[src/rtl/prog_loader_pkg.sv]
// -----------------------------------------------------------------------------
// prog_loader_pkg
// Shared types and constants for the byte-stream program loader.
//   state_e   : loader FSM states
//   CMD_*     : command byte values recognised in IDLE
// -----------------------------------------------------------------------------
package prog_loader_pkg;

  typedef enum logic [2:0] {
    ST_IDLE  = 3'd0,
    ST_ADDR  = 3'd1,
    ST_COUNT = 3'd2,
    ST_DATA  = 3'd3,
    ST_RUN   = 3'd4
  } state_e;

  localparam logic [7:0] CMD_IMEM  = 8'h01;
  localparam logic [7:0] CMD_DMEM  = 8'h02;
  localparam logic [7:0] CMD_START = 8'h03;

endpackage : prog_loader_pkg

[src/rtl/prog_loader_word_assembler.sv]
// -----------------------------------------------------------------------------
// word_assembler
// Collects four accepted bytes into a little-endian 32-bit word.
//   clk_i, rst_i  : clock, asynchronous active-high reset
//   byte_i        : incoming byte
//   byte_valid_i  : byte is accepted this cycle
//   word_valid_o  : this cycle's byte completes a word (combinational)
//   word_o        : the completed word, valid while word_valid_o is high
// Only the first three bytes are stored; the fourth is taken straight from
// byte_i so the caller can register the word in the same cycle.
// -----------------------------------------------------------------------------
module word_assembler (
  input  logic        clk_i,
  input  logic        rst_i,
  input  logic [7:0]  byte_i,
  input  logic        byte_valid_i,
  output logic        word_valid_o,
  output logic [31:0] word_o
);

  logic [1:0]  lane_q, lane_d;
  logic [23:0] shift_q, shift_d;

  // NOTE: every variable written here gets a default first, so no path
  // through the block can leave it unassigned and infer a latch.
  always_comb begin
    lane_d  = lane_q;
    shift_d = shift_q;
    if (byte_valid_i) begin
      lane_d  = lane_q + 2'd1;
      shift_d = {byte_i, shift_q[23:8]};
    end
  end

  assign word_valid_o = byte_valid_i && (lane_q == 2'd3);
  assign word_o       = {byte_i, shift_q};

  // NOTE: state registers use non-blocking assignments so every flop samples
  // the pre-edge values; the combinational blocks use blocking assignments.
  always_ff @(posedge clk_i or posedge rst_i) begin
    if (rst_i) begin
      lane_q  <= '0;
      shift_q <= '0;
    end else begin
      lane_q  <= lane_d;
      shift_q <= shift_d;
    end
  end

endmodule : word_assembler

[src/rtl/prog_loader.sv]
// -----------------------------------------------------------------------------
// prog_loader
// Receives a framed byte stream and writes instruction words / data bytes,
// then releases the CPU on a START command.
//   clk_i, rst_i           : clock, asynchronous active-high reset
//   rx_data_i/rx_valid_i   : stream byte in; rx_ready_o accepts it
//   imem_we_o/addr/data    : one-cycle instruction word write
//   dmem_we_o/addr/data    : one-cycle data byte write
//   cpu_start_o            : CPU start level, held until reset
//   busy_o                 : frame in progress or write pending
//   err_o                  : sticky unknown-command flag
// Frames: 01 ADDR COUNT 4*N bytes | 02 ADDR COUNT N bytes | 03 ; COUNT 0 = 256.
// -----------------------------------------------------------------------------
module prog_loader
  import prog_loader_pkg::*;
#(
  parameter  int IMEM_WORDS = 256,
  parameter  int DMEM_BYTES = 32,
  localparam int IMEM_AW    = $clog2(IMEM_WORDS),
  localparam int DMEM_AW    = $clog2(DMEM_BYTES)
) (
  input  logic               clk_i,
  input  logic               rst_i,
  input  logic [7:0]         rx_data_i,
  input  logic               rx_valid_i,
  output logic               rx_ready_o,
  output logic               imem_we_o,
  output logic [IMEM_AW-1:0] imem_addr_o,
  output logic [31:0]        imem_data_o,
  output logic               dmem_we_o,
  output logic [DMEM_AW-1:0] dmem_addr_o,
  output logic [7:0]         dmem_data_o,
  output logic               cpu_start_o,
  output logic               busy_o,
  output logic               err_o
);

  state_e state_q, state_d;

  logic               imem_sel_q, imem_sel_d;   // 1: current frame targets imem
  logic [IMEM_AW-1:0] imem_ptr_q, imem_ptr_d;
  logic [DMEM_AW-1:0] dmem_ptr_q, dmem_ptr_d;
  // Remaining data bytes minus one; 1024 bytes fit in 10 bits this way.
  logic [9:0]         cnt_q, cnt_d;
  logic               err_q, err_d;
  logic               start_q, start_d;

  logic               imem_we_q, imem_we_d;
  logic [IMEM_AW-1:0] imem_addr_q, imem_addr_d;
  logic [31:0]        imem_data_q, imem_data_d;
  logic               dmem_we_q, dmem_we_d;
  logic [DMEM_AW-1:0] dmem_addr_q, dmem_addr_d;
  logic [7:0]         dmem_data_q, dmem_data_d;

  logic        hs;
  logic        asm_valid;
  logic        word_valid;
  logic [31:0] word;
  logic [7:0]  count_m1;

  assign rx_ready_o = (state_q != ST_RUN);
  assign hs         = rx_valid_i && rx_ready_o;
  assign asm_valid  = hs && (state_q == ST_DATA) && imem_sel_q;
  assign count_m1   = rx_data_i - 8'd1;   // COUNT 0 wraps to 255 -> 256 items

  word_assembler u_word_asm (
    .clk_i        (clk_i),
    .rst_i        (rst_i),
    .byte_i       (rx_data_i),
    .byte_valid_i (asm_valid),
    .word_valid_o (word_valid),
    .word_o       (word)
  );

  always_comb begin
    state_d     = state_q;
    imem_sel_d  = imem_sel_q;
    imem_ptr_d  = imem_ptr_q;
    dmem_ptr_d  = dmem_ptr_q;
    cnt_d       = cnt_q;
    err_d       = err_q;
    start_d     = start_q;
    imem_we_d   = 1'b0;
    imem_addr_d = imem_addr_q;
    imem_data_d = imem_data_q;
    dmem_we_d   = 1'b0;
    dmem_addr_d = dmem_addr_q;
    dmem_data_d = dmem_data_q;

    unique case (state_q)
      ST_IDLE: begin
        if (hs) begin
          case (rx_data_i)
            CMD_IMEM: begin
              imem_sel_d = 1'b1;
              state_d    = ST_ADDR;
            end
            CMD_DMEM: begin
              imem_sel_d = 1'b0;
              state_d    = ST_ADDR;
            end
            CMD_START: begin
              start_d = 1'b1;
              state_d = ST_RUN;
            end
            default: err_d = 1'b1;
          endcase
        end
      end

      ST_ADDR: begin
        if (hs) begin
          imem_ptr_d = IMEM_AW'(rx_data_i);
          dmem_ptr_d = DMEM_AW'(rx_data_i);
          state_d    = ST_COUNT;
        end
      end

      ST_COUNT: begin
        if (hs) begin
          cnt_d   = imem_sel_q ? {count_m1, 2'b11} : {2'b00, count_m1};
          state_d = ST_DATA;
        end
      end

      ST_DATA: begin
        if (hs) begin
          if (imem_sel_q) begin
            if (word_valid) begin
              imem_we_d   = 1'b1;
              imem_addr_d = imem_ptr_q;
              imem_data_d = word;
              imem_ptr_d  = imem_ptr_q + IMEM_AW'(1);
            end
          end else begin
            dmem_we_d   = 1'b1;
            dmem_addr_d = dmem_ptr_q;
            dmem_data_d = rx_data_i;
            dmem_ptr_d  = dmem_ptr_q + DMEM_AW'(1);
          end
          if (cnt_q == 10'd0) begin
            state_d = ST_IDLE;
          end else begin
            cnt_d = cnt_q - 10'd1;
          end
        end
      end

      ST_RUN: ;   // terminal until reset

      default: state_d = ST_IDLE;
    endcase
  end

  always_ff @(posedge clk_i or posedge rst_i) begin
    if (rst_i) begin
      state_q     <= ST_IDLE;
      imem_sel_q  <= 1'b0;
      imem_ptr_q  <= '0;
      dmem_ptr_q  <= '0;
      cnt_q       <= '0;
      err_q       <= 1'b0;
      start_q     <= 1'b0;
      imem_we_q   <= 1'b0;
      imem_addr_q <= '0;
      imem_data_q <= '0;
      dmem_we_q   <= 1'b0;
      dmem_addr_q <= '0;
      dmem_data_q <= '0;
    end else begin
      state_q     <= state_d;
      imem_sel_q  <= imem_sel_d;
      imem_ptr_q  <= imem_ptr_d;
      dmem_ptr_q  <= dmem_ptr_d;
      cnt_q       <= cnt_d;
      err_q       <= err_d;
      start_q     <= start_d;
      imem_we_q   <= imem_we_d;
      imem_addr_q <= imem_addr_d;
      imem_data_q <= imem_data_d;
      dmem_we_q   <= dmem_we_d;
      dmem_addr_q <= dmem_addr_d;
      dmem_data_q <= dmem_data_d;
    end
  end

  assign imem_we_o   = imem_we_q;
  assign imem_addr_o = imem_addr_q;
  assign imem_data_o = imem_data_q;
  assign dmem_we_o   = dmem_we_q;
  assign dmem_addr_o = dmem_addr_q;
  assign dmem_data_o = dmem_data_q;
  assign cpu_start_o = start_q;
  assign err_o       = err_q;
  assign busy_o      = (state_q == ST_ADDR) || (state_q == ST_COUNT) ||
                       (state_q == ST_DATA) || imem_we_q || dmem_we_q;

endmodule : prog_loader

[config.mk]
export PLATFORM = sky130hd
export DESIGN_NAME = prog_loader
export DESIGN_NICKNAME = d
export VERILOG_FILES = /design/src/rtl/prog_loader_pkg.sv /design/src/rtl/prog_loader_word_assembler.sv /design/src/rtl/prog_loader.sv
export SDC_FILE = /design/constraint.sdc
export NUM_CORES = 1
export LEC_CHECK = 0
export ABC_CLOCK_PERIOD_IN_PS = 3700
export CORE_MARGIN = 3
export CORE_UTILIZATION = 49
export CTS_CLUSTER_DIAMETER = 80
export DETAILED_ROUTE_END_ITERATION = 10
export PLACE_DENSITY_LB_ADDON = 0.1
export RECOVER_POWER = 100
export SYNTH_ARGS = -nofsm -noshare
export SYNTH_HDL_FRONTEND = slang
export SYNTH_SLANG_ARGS = --single-unit
[constraint.sdc]
create_clock -name clk_i -period 3.7 [get_ports clk_i]
set_clock_uncertainty 0.05 [all_clocks]
set_input_delay 0.74 -clock clk_i [delete_from_list [all_inputs] [get_ports clk_i]]
set_output_delay 0.74 -clock clk_i [all_outputs]
set_load 0.005 [all_outputs]
==> results of run 1 <==
## registers in the layout (all words and copies together) (netlist names)
signal	count
imem_ptr_q	8
imem_data_o	32
dmem_ptr_q	5
dmem_data_o	8
u_word_asm.lane_q	2
cnt_q	10
u_word_asm.shift_q	24
dmem_addr_o	5
state_q	3
dmem_we_o	1
err_o	1
imem_we_o	1
cpu_start_o	1
imem_sel_q	1
imem_addr_o	8
## layer usage
metal  global-route usage, %  vias to the layer above  share of wire, %
met2                    29.5                       93                47
li1                        -                     1610                 -
met5                       0                        -                 0
met4                    5.48                        0               1.5
met1                    27.3                     1718                45
met3                    5.12                       12               5.9
## cell usage after synthesis, types with 4 or more instances
library cell	n	area share, %
sky130_fd_sc_hd__a21oi_1	24	2.4
sky130_fd_sc_hd__nor4_1	4	0.50
sky130_fd_sc_hd__o22ai_1	5	0.62
sky130_fd_sc_hd__inv_1	10	0.75
sky130_fd_sc_hd__clkbuf_1	7	0.52
sky130_fd_sc_hd__nand2_1	28	2.1
sky130_fd_sc_hd__dfrtp_1	110	55
sky130_fd_sc_hd__nor3_1	11	1.1
sky130_fd_sc_hd__nor2_1	17	1.3
sky130_fd_sc_hd__mux2_2	78	18
sky130_fd_sc_hd__buf_2	7	0.70
sky130_fd_sc_hd__buf_6	6	1.3
sky130_fd_sc_hd__xor2_1	5	0.87
sky130_fd_sc_hd__and3_1	4	0.50
sky130_fd_sc_hd__a22o_1	5	0.87
sky130_fd_sc_hd__o21ai_0	26	2.6
sky130_fd_sc_hd__ha_1	8	2.0
sky130_fd_sc_hd__nand3_1	9	0.90
## kinds of logic (layout without fill, tap and decap cells)
logic type	count (synthesis)	count (layout)
xor gates and xnor gates	7	7
DFF	110	110
and+or+nand+nor	98	98
adders and majority gates	8	8
muxes	79	79
AOI/OAI and AO/OA	79	79
buffers and inverters	34	103
## area by class of cell
class / count / share of cell area, %
Tap cell: 133 / 2.80
Clock buffer: 9 / 2.08
Clock inverter: 7 / 1.12
Timing Repair Buffer: 76 / 12.6
Sequential cell: 110 / 46.3
Inverter: 11 / 0.779
Multi-Input combinational cell: 271 / 34.3
## report_power, final
| part | internal [mW] | switching (mW) |
|---|---|---|
| registers | 1.20 | 0.000484 |
| clock network | 0.261 | 0.441 |
| logic | 0.0264 | 0.0533 |
| total | 1.49 | 0.495 |
## through the flow
| step | power (mW) | setup WS, ps |
|---|---|---|
| floorplan | 1.27 | 7.70 |
| detailed placement | 1.31 | 696 |
| CTS | 2.01 | 1120 |
| global placement | 1.31 | 759 |
| global route | 2.06 | 663 |
| finish | 1.98 | 933 |
## how the worst max path moves through the flow
stage                            start  endpoint  slack, ps  depth (start not counted)
final                         cnt_q[0]  cnt_q[5]        930                          7
after global routing          cnt_q[0]  cnt_q[5]        660                          7
after CTS                 rx_data_i[1]  cnt_q[6]       1120                          7
after detailed placement  rx_data_i[1]  cnt_q[6]        700                          7
after global placement    rx_data_i[0]  cnt_q[6]        760                          8
after floorplan                  rst_i  cnt_q[0]          8                          1
==> tab_implementation.tex, run 1 <==
\begin{tabular}{lr}
\hline
Metric & Value \\
\hline
\multicolumn{2}{l}{\textbf{Drt}} \\
Number of iterations in the first detailed-routing pass & 4 \\
Ratio of routed vias to standard cells & roughly 5.6 \\
Total DRC errors in the routed layout & 0 \\
Iteration-0 DRC count of the detailed router & 160 \\
DR vias & 3433 \\
Final WL & 10500 um \\
DRT antenna net count & 0 \\
DR WL/cell & approximately 17 um \\
\multicolumn{2}{l}{\textbf{Pwr}} \\
Peak supply drop & roughly 0.17 mV \\
Leakage power total & 3.00 nW \\
Ratio of total power to cell area & about 330 nW/um\^{}2 \\
\multicolumn{2}{l}{\textbf{Critical path}} \\
Worst r2r src & cnt\_q[0] \\
Slowest stage cell, crit path & sky130\_fd\_sc\_hd\_\_nor4b\_1 \\
Arrival time at the worst endpoint & about 3000 ps \\
Largest stage delay on the critical path & 720 ps \\
Startpoint kind of the worst setup timing path & flip-flop \\
Worst setup slack for register-to-register paths & between 900 and 1000 ps \\
Worst path bufs/invs & 1 \\
Data required time of the critical path & 3930 ps \\
Crit path max fanout & 10 \\
Crit path max-delay family & simple AND/OR/NAND/NOR gates \\
Capture instance of the worst register-to-register path & cnt\_q[5] \\
Critical Path Sink Type & flip-flop \\
Crit-path cells & inv\_1 > ha\_1 > nor4b\_1 > and3\_1 > or2\_0 > a211oi\_1 > a311oi\_1 \\
Crit path kind & reg -> reg \\
Number of cells traversed by the worst register-to-register path & 7 \\
\multicolumn{2}{l}{\textbf{Floorplanning}} \\
Rows & 36 \\
Total Die Area & 11500 um\^{}2 \\
Placeable core region & 9860 um\^{}2 \\
Overall die height & 107 um \\
Die X-Extent & roughly 110 um \\
Initial Utilization & 50.8\% \\
Boundary Pins & 70 \\
\multicolumn{2}{l}{\textbf{CTS}} \\
TritonCTS clock tree & done \\
Count of H-tree levels built during CTS & 3 \\
Total clock sinks & 110 \\
Number of resized instances in the post-cts repair step & 0 \\
CTS buffer count & 9 \\
Clock Path Buffers & 2 \\
Clock root buffer & sky130\_fd\_sc\_hd\_\_clkbuf\_8 \\
Cts-stage hold buffer count & 0 \\
Clock insertion delay at the later pin of the skew report & 370 ps \\
Clock-pin slew on the worst setup and hold paths & between 100 and 150 ps \\
\# Post-CTS Setup Buffers & 0 \\
\multicolumn{2}{l}{\textbf{Min path}} \\
Path class of the lowest-slack min-delay path & reg -> reg \\
Hold EP & u\_word\_asm.lane\_q[0] \\
Critical hold path startpoint & u\_word\_asm.lane\_q[0] \\
Hold Path Cell Cnt & 1 \\
\multicolumn{2}{l}{\textbf{Global route}} \\
Number of global-route vias before repair & 3388 \\
First-pass GRT wire length & 17600 um \\
Overall Global Routing Usage & between 10\% and 20\% \\
Largest net degree at the start of global routing & 67 \\
Antenna violations before repair & 0 \\
GRT overflow & 0 \\
\multicolumn{2}{l}{\textbf{Logic synthesis}} \\
Net Count, Synth & 434 \\
Share of synthesized area spent on multiplexers & around 18\% \\
Number of enable flip-flop cells after synthesis & 0 \\
Post-Syn Area & 5010 um\^{}2 \\
Area fraction in compound gates after synthesis & a little under a tenth \\
Flip-flop and latch count after synthesis & between 100 and 150 \\
Commonest register cell after synthesis & sky130\_fd\_sc\_hd\_\_dfrtp\_1 \\
Main combinational cell family by area after synthesis & multiplexers \\
Sequential share of the synthesized area & about 55\% \\
Post-Syn Instances & just over 400 \\
Synthesis Warnings & 0 \\
Yosys cell types & 57 \\
Synthesized area per cell & 12.1 um\^{}2 \\
Area share of and/or/nand/nor cells after synthesis & 10.7\% \\
Adder and majority cell fraction of the synthesized area & 2.00\% \\
Xor and xnor area share after synthesis & 1.22\% \\
Share of flip-flops with an asynchronous set or reset after synthesis & 100\% \\
\multicolumn{2}{l}{\textbf{Run}} \\
Reported max-cap violation count & 0 \\
\multicolumn{2}{l}{\textbf{Timing}} \\
Fin. Hold Viols & 0 \\
Part of the cycle the worst path needs & 74.8\% \\
Peak clock frequency supported by timing & 0.361 GHz \\
Final-layout setup total negative slack & 0 ps \\
Setup repair after global routing missed its margin & false \\
Final hold slack & 430 ps \\
Least-Margin Pin Slew & 856 ps \\
Headroom to the max-slew limit & 42.1\% \\
Slew Viols, Final & 0 \\
Setup-violating endpoint count in the final report & 0 \\
Minimum clock period after layout & around 2800 ps \\
\multicolumn{2}{l}{\textbf{Outcome}} \\
Result of the run & finished, final reports clean \\
\multicolumn{2}{l}{\textbf{Layout}} \\
Filler instances & 809 \\
Leading cell types in the layout, fill and taps excluded & 110 x sky130\_fd\_sc\_hd\_\_dfrtp\_1, 78 x sky130\_fd\_sc\_hd\_\_mux2\_2, 62 x sky130\_fd\_sc\_hd\_\_dlygate4sd3\_1 \\
Design area & 5940 um\^{}2 \\
FF+latch area & 2750 um\^{}2 \\
Layout Utilization & 60.2\% \\
Final cell count without fillers & 617 \\
Signed area change from the synthesized netlist to the final layout & 18.6\% \\
Most common cell after layout, fill and taps aside & sky130\_fd\_sc\_hd\_\_dfrtp\_1 \\
Antenna fix cells & 0 \\
Final net count & 498 \\
Multi-input gate area & 2040 um\^{}2 \\
Fraction of layout instances using a drive strength above 1 & 22.5\% \\
\multicolumn{2}{l}{\textbf{Placement}} \\
Placed cell count & about 600 \\
Number of port buffers & 69 \\
Total cell area at the placement stage & 5780 um\^{}2 \\
Dpl hpwl & just over 7000 um \\
Weighted congestion at the end of routability-driven global placement & between 0.7 and 0.8 \\
\hline
\end{tabular}
No activity file was read; power rests on OpenSTA's default activity.
==> run 2, diff against run 1 <==
ABC_CLOCK_PERIOD_IN_PS = 2400   (was 3700)
clock period = 2.4 ns   (was 3.7 ns; I/O delays follow)
==> run 2 against run 1 <==
  * Worst setup slack got worse by 820 ps
  * Via count is 1.4% higher
  * Critical endpoint is now cnt_q[6]
  * Sequential power increased by 54%
  * Critical path type is now in -> reg
  * Register-to-register slack lost 610 ps
==> tab_implementation.tex, run 2 (same netlist as run 1, synthesis figures left out) <==
\begin{tabular}{lr}
\hline
Metric & Value \\
\hline
\multicolumn{2}{l}{\textbf{Drt}} \\
Iteration-0 DRC count of the detailed router & 131 (-18\%) \\
DRT antenna net count & 0 (unchanged) \\
DR WL/cell & 16.8 um (-1.3\%) \\
DR vias & 3480 (+1.4\%) \\
Number of iterations in the first detailed-routing pass & 6 (+2) \\
Ratio of routed vias to standard cells & 5.45 (-2.0\%) \\
Total DRC errors in the routed layout & 0 (unchanged) \\
Final WL & 10700 um (+2.0\%) \\
\multicolumn{2}{l}{\textbf{Layout}} \\
Max reg flops & 32 (unchanged) \\
Most common cell after layout, fill and taps aside & sky130\_fd\_sc\_hd\_\_dfrtp\_1 \\
Antenna fix cells & 0 (unchanged) \\
Layout Utilization & 61.8\% (+1.5 points) \\
Signed area change from the synthesized netlist to the final layout & 21.7\% \\
Design area & 6090 um\^{}2 (+2.5\%) \\
Final net count & 519 (+4.2\%) \\
Fraction of layout instances using a drive strength above 1 & 25.1\% (+2.6 points) \\
Leading cell types in the layout, fill and taps excluded & 110 x sky130\_fd\_sc\_hd\_\_dfrtp\_1, 78 x sky130\_fd\_sc\_hd\_\_mux2\_2, 61 x sky130\_fd\_sc\_hd\_\_dlygate4sd3\_1 \\
Final cell count without fillers & 638 (+3.4\%) \\
\multicolumn{2}{l}{\textbf{Pwr}} \\
Share of power burned in the clock network & 36.4\% (+1.0 points) \\
Net Sw Power & 730 uW (+47\%) \\
Peak supply drop & 0.413 mV (+150\%) \\
Sequential power share & 59.2\% (-1.4 points) \\
Leakage power total & 3.06 nW (+2.0\%) \\
Ratio of total power to cell area & 514 nW/um\^{}2 (+54\%) \\
P\_int & 2.40 mW (+61\%) \\
Portion of total power attributed to combinational logic & 4.4\% (+0.4 points) \\
Overall Power & 3.13 mW (+58\%) \\
Switching portion of total power & 23.3\% (-1.7 points) \\
\multicolumn{2}{l}{\textbf{Critical path}} \\
Critical Path Sink Type & flip-flop \\
Crit path kind & in -> reg \\
Data required time of the critical path & 2590 ps (-1340 ps) \\
Startpoint kind of the worst setup timing path & primary input \\
Crit path max fanout & 3 (-7) \\
Arrival time at the worst endpoint & 2470 ps (-520 ps) \\
\multicolumn{2}{l}{\textbf{Floorplanning}} \\
Overall die height & 107 um (unchanged) \\
Rows & 36 (unchanged) \\
Die X-Extent & 107 um (unchanged) \\
Boundary Pins & 70 (unchanged) \\
Placeable core region & 9860 um\^{}2 (unchanged) \\
Initial Utilization & 50.8\% (unchanged) \\
Total Die Area & 11500 um\^{}2 (unchanged) \\
\multicolumn{2}{l}{\textbf{Timing}} \\
Headroom to the max-slew limit & 36.7\% (-5.4 points) \\
Minimum clock period after layout & 2280 ps \\
Final-layout setup total negative slack & 0 ps (unchanged) \\
Least-Margin Pin Slew & 944 ps (+88.4 ps) \\
Fin. Hold Viols & 0 (unchanged) \\
Worst-case setup margin in the final layout & 117 ps (-816 ps) \\
Peak clock frequency supported by timing & around 0.44 GHz \\
Slew Viols, Final & 0 (unchanged) \\
Part of the cycle the worst path needs & a little over nine tenths \\
Setup-violating endpoint count in the final report & 0 (unchanged) \\
Setup repair after global routing missed its margin & false \\
Final hold slack & 422 ps (-7.58 ps) \\
\multicolumn{2}{l}{\textbf{CTS}} \\
Cts-stage hold buffer count & 0 (unchanged) \\
Count of H-tree levels built during CTS & 3 (unchanged) \\
\# Post-CTS Setup Buffers & 0 (unchanged) \\
Clock Path Buffers & 2 (unchanged) \\
Total clock sinks & 110 (unchanged) \\
Clock-pin slew on the worst setup and hold paths & 110 ps (about the same) \\
Number of resized instances in the post-cts repair step & 0 (unchanged) \\
TritonCTS clock tree & done \\
Clock root buffer & sky130\_fd\_sc\_hd\_\_clkbuf\_8 \\
CTS buffer count & 9 (unchanged) \\
Clock insertion delay at the later pin of the skew report & 370 ps (about the same) \\
\multicolumn{2}{l}{\textbf{Global route}} \\
Antenna violations before repair & 0 (unchanged) \\
First-pass GRT wire length & 18100 um (+3.0\%) \\
Largest net degree at the start of global routing & 45 (-33\%) \\
Overall Global Routing Usage & 20.1\% (+0.72 points) \\
Number of global-route vias before repair & 3493 (+3.1\%) \\
GRT overflow & 0 (unchanged) \\
\multicolumn{2}{l}{\textbf{Run}} \\
Reported max-cap violation count & 0 (unchanged) \\
\multicolumn{2}{l}{\textbf{Placement}} \\
Number of port buffers & 69 (unchanged) \\
Placed cell count & 622 (+3.5\%) \\
Worst-case setup slack after placement & -153 ps (-849 ps) \\
Total cell area at the placement stage & 5940 um\^{}2 (+2.7\%) \\
Weighted congestion at the end of routability-driven global placement & 0.836 (+5.9\%) \\
Dpl hpwl & 7690 um (+6.4\%) \\
\multicolumn{2}{l}{\textbf{Min path}} \\
Path class of the lowest-slack min-delay path & reg -> reg \\
\multicolumn{2}{l}{\textbf{Outcome}} \\
Result of the run & finished, final reports clean \\
\hline
\end{tabular}
[run 2: cell types whose count changed in the layout (fill, tap and decap cells not counted), moves of 2 or more]
cell,change
sky130_fd_sc_hd__clkbuf_2,+4
sky130_fd_sc_hd__clkbuf_1,+3
sky130_fd_sc_hd__or2_1,+2
sky130_fd_sc_hd__buf_4,+13
[run 2: worst max-delay path, stage by stage]
cell and delay, ps:
sky130_fd_sc_hd__dlygate4sd3_1 570, sky130_fd_sc_hd__inv_1 90, sky130_fd_sc_hd__ha_1 180, sky130_fd_sc_hd__or3b_4 380
sky130_fd_sc_hd__or3_4 350, sky130_fd_sc_hd__a311oi_1 300, sky130_fd_sc_hd__o311ai_1 120
[run 2: worst paths after layout]
path	startpoint	endpoint	slack, ps	cells after the start
worst min register to register	err_o	err_o	420	1
max in group asynchronous	rst_i	imem_addr_o[1]	340	3
worst min-delay path	err_o	err_o	420	1
worst max register to register	state_q[1]	cnt_q[7]	320	5
worst max-delay path	rx_data_i[1]	cnt_q[6]	120	7
min in group asynchronous	rst_i	imem_data_o[12]	670	2
[run 2: cell type report]
cell class / count / area [um^2]
fillers: 821 / 3770
flip-flops and latches: 110 / 2750
multi-input cells: 271 / 2040
repair buffers: 97 / 885
well taps: 133 / 166
clock buffers: 9 / 124
clock inverters: 7 / 78.8
inverters: 11 / 45.0
[run 2: power groups by stage]
stage | combinational [mW] | clock, mW | sequential [mW]
2_1_floorplan | 0.0727 | 0 | 1.89
3_3_place_gp | 0.146 | 0 | 1.89
3_5_place_dp | 0.147 | 0 | 1.89
4_1_cts | 0.148 | 1.18 | 1.85
5_1_grt | 0.155 | 1.25 | 1.85
6_report | 0.139 | 1.14 | 1.85
[run 2: routing by layer]
| metal | wire (um) | global-route usage (%) | share of wire, % | up-vias |
|---|---|---|---|---|
| met5 | 0 | 0 | 0 | - |
| met4 | 116 | 5.02 | 1.1 | 0 |
| met3 | 386 | 4.33 | 3.6 | 11 |
| met2 | 5290 | 32.6 | 49 | 65 |
| met1 | 4910 | 27.5 | 46 | 1758 |
| li1 | - | - | - | 1646 |
==> variant (config.mk and constraints of run 2) <==
The 5 states of `state_e` get a one-hot encoding in 5 bits.
--- a/src/rtl/prog_loader_pkg.sv
+++ b/src/rtl/prog_loader_pkg.sv
@@ -6,12 +6,12 @@
 // -----------------------------------------------------------------------------
 package prog_loader_pkg;
 
-  typedef enum logic [2:0] {
-    ST_IDLE  = 3'd0,
-    ST_ADDR  = 3'd1,
-    ST_COUNT = 3'd2,
-    ST_DATA  = 3'd3,
-    ST_RUN   = 3'd4
+  typedef enum logic [4:0] {
+    ST_IDLE  = 5'b00001,
+    ST_ADDR  = 5'b00010,
+    ST_COUNT = 5'b00100,
+    ST_DATA  = 5'b01000,
+    ST_RUN   = 5'b10000
   } state_e;
 
   localparam logic [7:0] CMD_IMEM  = 8'h01;
Formal check against the unedited RTL: same outputs for any inputs over 4 cycles, from zero or initial values and one cycle with rst_i high; so few cycles prove little.
==> variant against run 2 <==
  * Routed wire length rose by 9.3%
  * Worst setup slack got worse by 43 ps
  * Design area rose by 4.9%
  * Count of clock-buffer cells in the layout rose by 3
  * Sequential cell count rose by 2
  * Hold slack improved by 4.1 ps
  * Area after synthesis rose by 5.4%
Power is not compared: it rests on default switching activity, and its combinational part moved more than twofold at a synthesized area within 25%.
==> variant: results (changes against run 2) <==
- The run finished with clean final reports.
- The proportion of cell area spent on the clock network was 3.07% (-0.25 points).
- The total detailed-routing wirelength came to 11700 um (+9.3%).
- The non-clock buffer area fraction after layout was 15.1% (+0.54 points).
- The final hold slack is 426 ps (+4.07 ps).
- The share of synthesized area occupied by flip-flops and latches is 53.1% (-1.9 points).
- The post-CTS resize count is 4 (+4).
- The fraction of area in multi-input gates is 34.6% (+1.1 points).
- The global router's overall resource usage is 21.1% (+1.0 points).
- The die area is 12100 um2 (+5.1%).
- The register area was 2810 um2 (+2.0%).
- The number of buffers other than clock buffers in the final layout is 106 (+9.3%).
- The final-layout fill cell count is 877 (+6.8%).
- The maximum ir drop on the vdd rail is between 0.5 and 0.6 mV.
- The overall via count from detail_route was 3744 (+7.6%).
- The placed cell area is 6280 um2 (+5.8%).
- The number of buffers added for setup after CTS is 1 (+1).
- The worst stage delay on the critical path is 470 ps (-100 ps).
- The highest net fanout along the worst path was 12 (+9).
- The data arrival time of the critical path is 2550 ps (+80 ps).
- The cell count after placement is 662 (+6.4%).
- In this run the static leakage power is ~3.3 nW.
- After synthesis, the most frequently instantiated cells are 111 x dfrtp_1, 39 x mux2_2, 28 x nand2_1, 27 x nor2_1, 27 x o21ai_0.
- The number of detailed-route iterations in the first pass is 4 (-2).
- The slew at the pin closest to its max-slew limit is 995 ps (+50.4 ps).
- The post-DP HPWL came to 8200 um (+6.6%).
- The compound-gate portion of the synthesized area is 9.86% (+0.34 points).
- The number of distinct standard cells referenced by the synthesized netlist is 61 (+7.0%).
- The sequential portion of the cell area is 43.9% (-1.3 points).
- The number of multi-input combinational cells is 298 (+10%).
- The largest net degree at the start of global routing is 72 (+60%).
- The register-to-register setup slack came to 70 ps (-250 ps).
- The number of vias per cell was 5.51 (+1.1%).
- For this design, the slowest cell found on the critical path is dfrtp_2.
- The final weighted congestion in routability-driven placement is 0.874 (+4.5%).
- The number of nets at the end of the flow is 558 (+7.5%).
- The multiplexer share of the synthesized area is 17.9% (+0.18 points).
- The post-synthesis net count is 464 (+6.9%).
- The number of global-route vias before repair came to 3870 (+11%).
- The number of clock buffers in the layout is 12 (+3).
- The count of clock tree sinks is 112 (+1.8%).
- In the post-synthesis netlist, the biggest area contributors are dfrtp_1 53%, mux2_2 8.3%, mux2_4 5.4%.
- The synthesized area per cell is 11.9 um2 (-1.5%).
- The category of cells accounting for the largest share of critical-path delay is buffers and inverters.
- The fraction of layout instances using a drive strength above 1 is 20.1% (-5.1 points).
- The fraction of registers with async set or reset after synthesis is 100% (unchanged).
- The wire length of the first global-routing pass is 19400 um (+7.2%).
-- variant: cell count changes in the layout (fill, tap and decap cells not counted), sizes merged, moves of 5 or more --
cell	change
buf	+10
nand3	+6
a22o	-5
nor2	+9
-- variant: per-layer routing --
metal  GRT usage [%]  wire length (um)  vias up  part of all wire (%)
met3            6.69               623       11                   5.3
met4            5.79               146        0                   1.2
met2            34.4              5860       84                    50
met1            27.1              5060     1873                    43
met5               0                 0        -                     0
li1                -                 -     1776                     -
-- variant: metrics by stage --
stage / setup WS (ps) / total power [mW]
3_5_place_dp: -121 / 2.33
6_report: 73.9 / 3.43
4_1_cts: 31.8 / 3.49
3_3_place_gp: -47.3 / 2.33
2_1_floorplan: 237 / 2.18
5_1_grt: 4.52 / 3.60
-- variant: cell families (layout without fill, tap and decap cells) --
logic type / Yosys count / after routing
AO/OA/AOI/OAI: 85 / 85
XOR/XNOR: 6 / 6
adder cells (fa/ha/maj): 9 / 9
buffers and inverters: 34 / 133
flip-flops: 112 / 112
multiplexers: 78 / 78
AND/OR/NAND/NOR: 120 / 120
-- variant: power by group through the flow --
stage / registers [mW] / clock network, mW / logic, mW
after floorplan: 1.97 / 0 / 0.204
after global placement: 1.98 / 0 / 0.342
after detailed placement: 1.98 / 0 / 0.350
after CTS: 1.95 / 1.18 / 0.359
after global routing: 1.95 / 1.27 / 0.380
final: 1.95 / 1.14 / 0.348
-- variant: path summary, 6_finish.rpt --
path	startpoint	endpoint	cells after the start
max	state_q[4]	imem_data_o[7]	8
min	cpu_start_o	cpu_start_o	1
max reg2reg	state_q[4]	imem_data_o[7]	8
min reg2reg	cpu_start_o	cpu_start_o	1
max in group asynchronous	rst_i	state_q[1]	3
min in group asynchronous	rst_i	u_word_asm.shift_q[0]	3
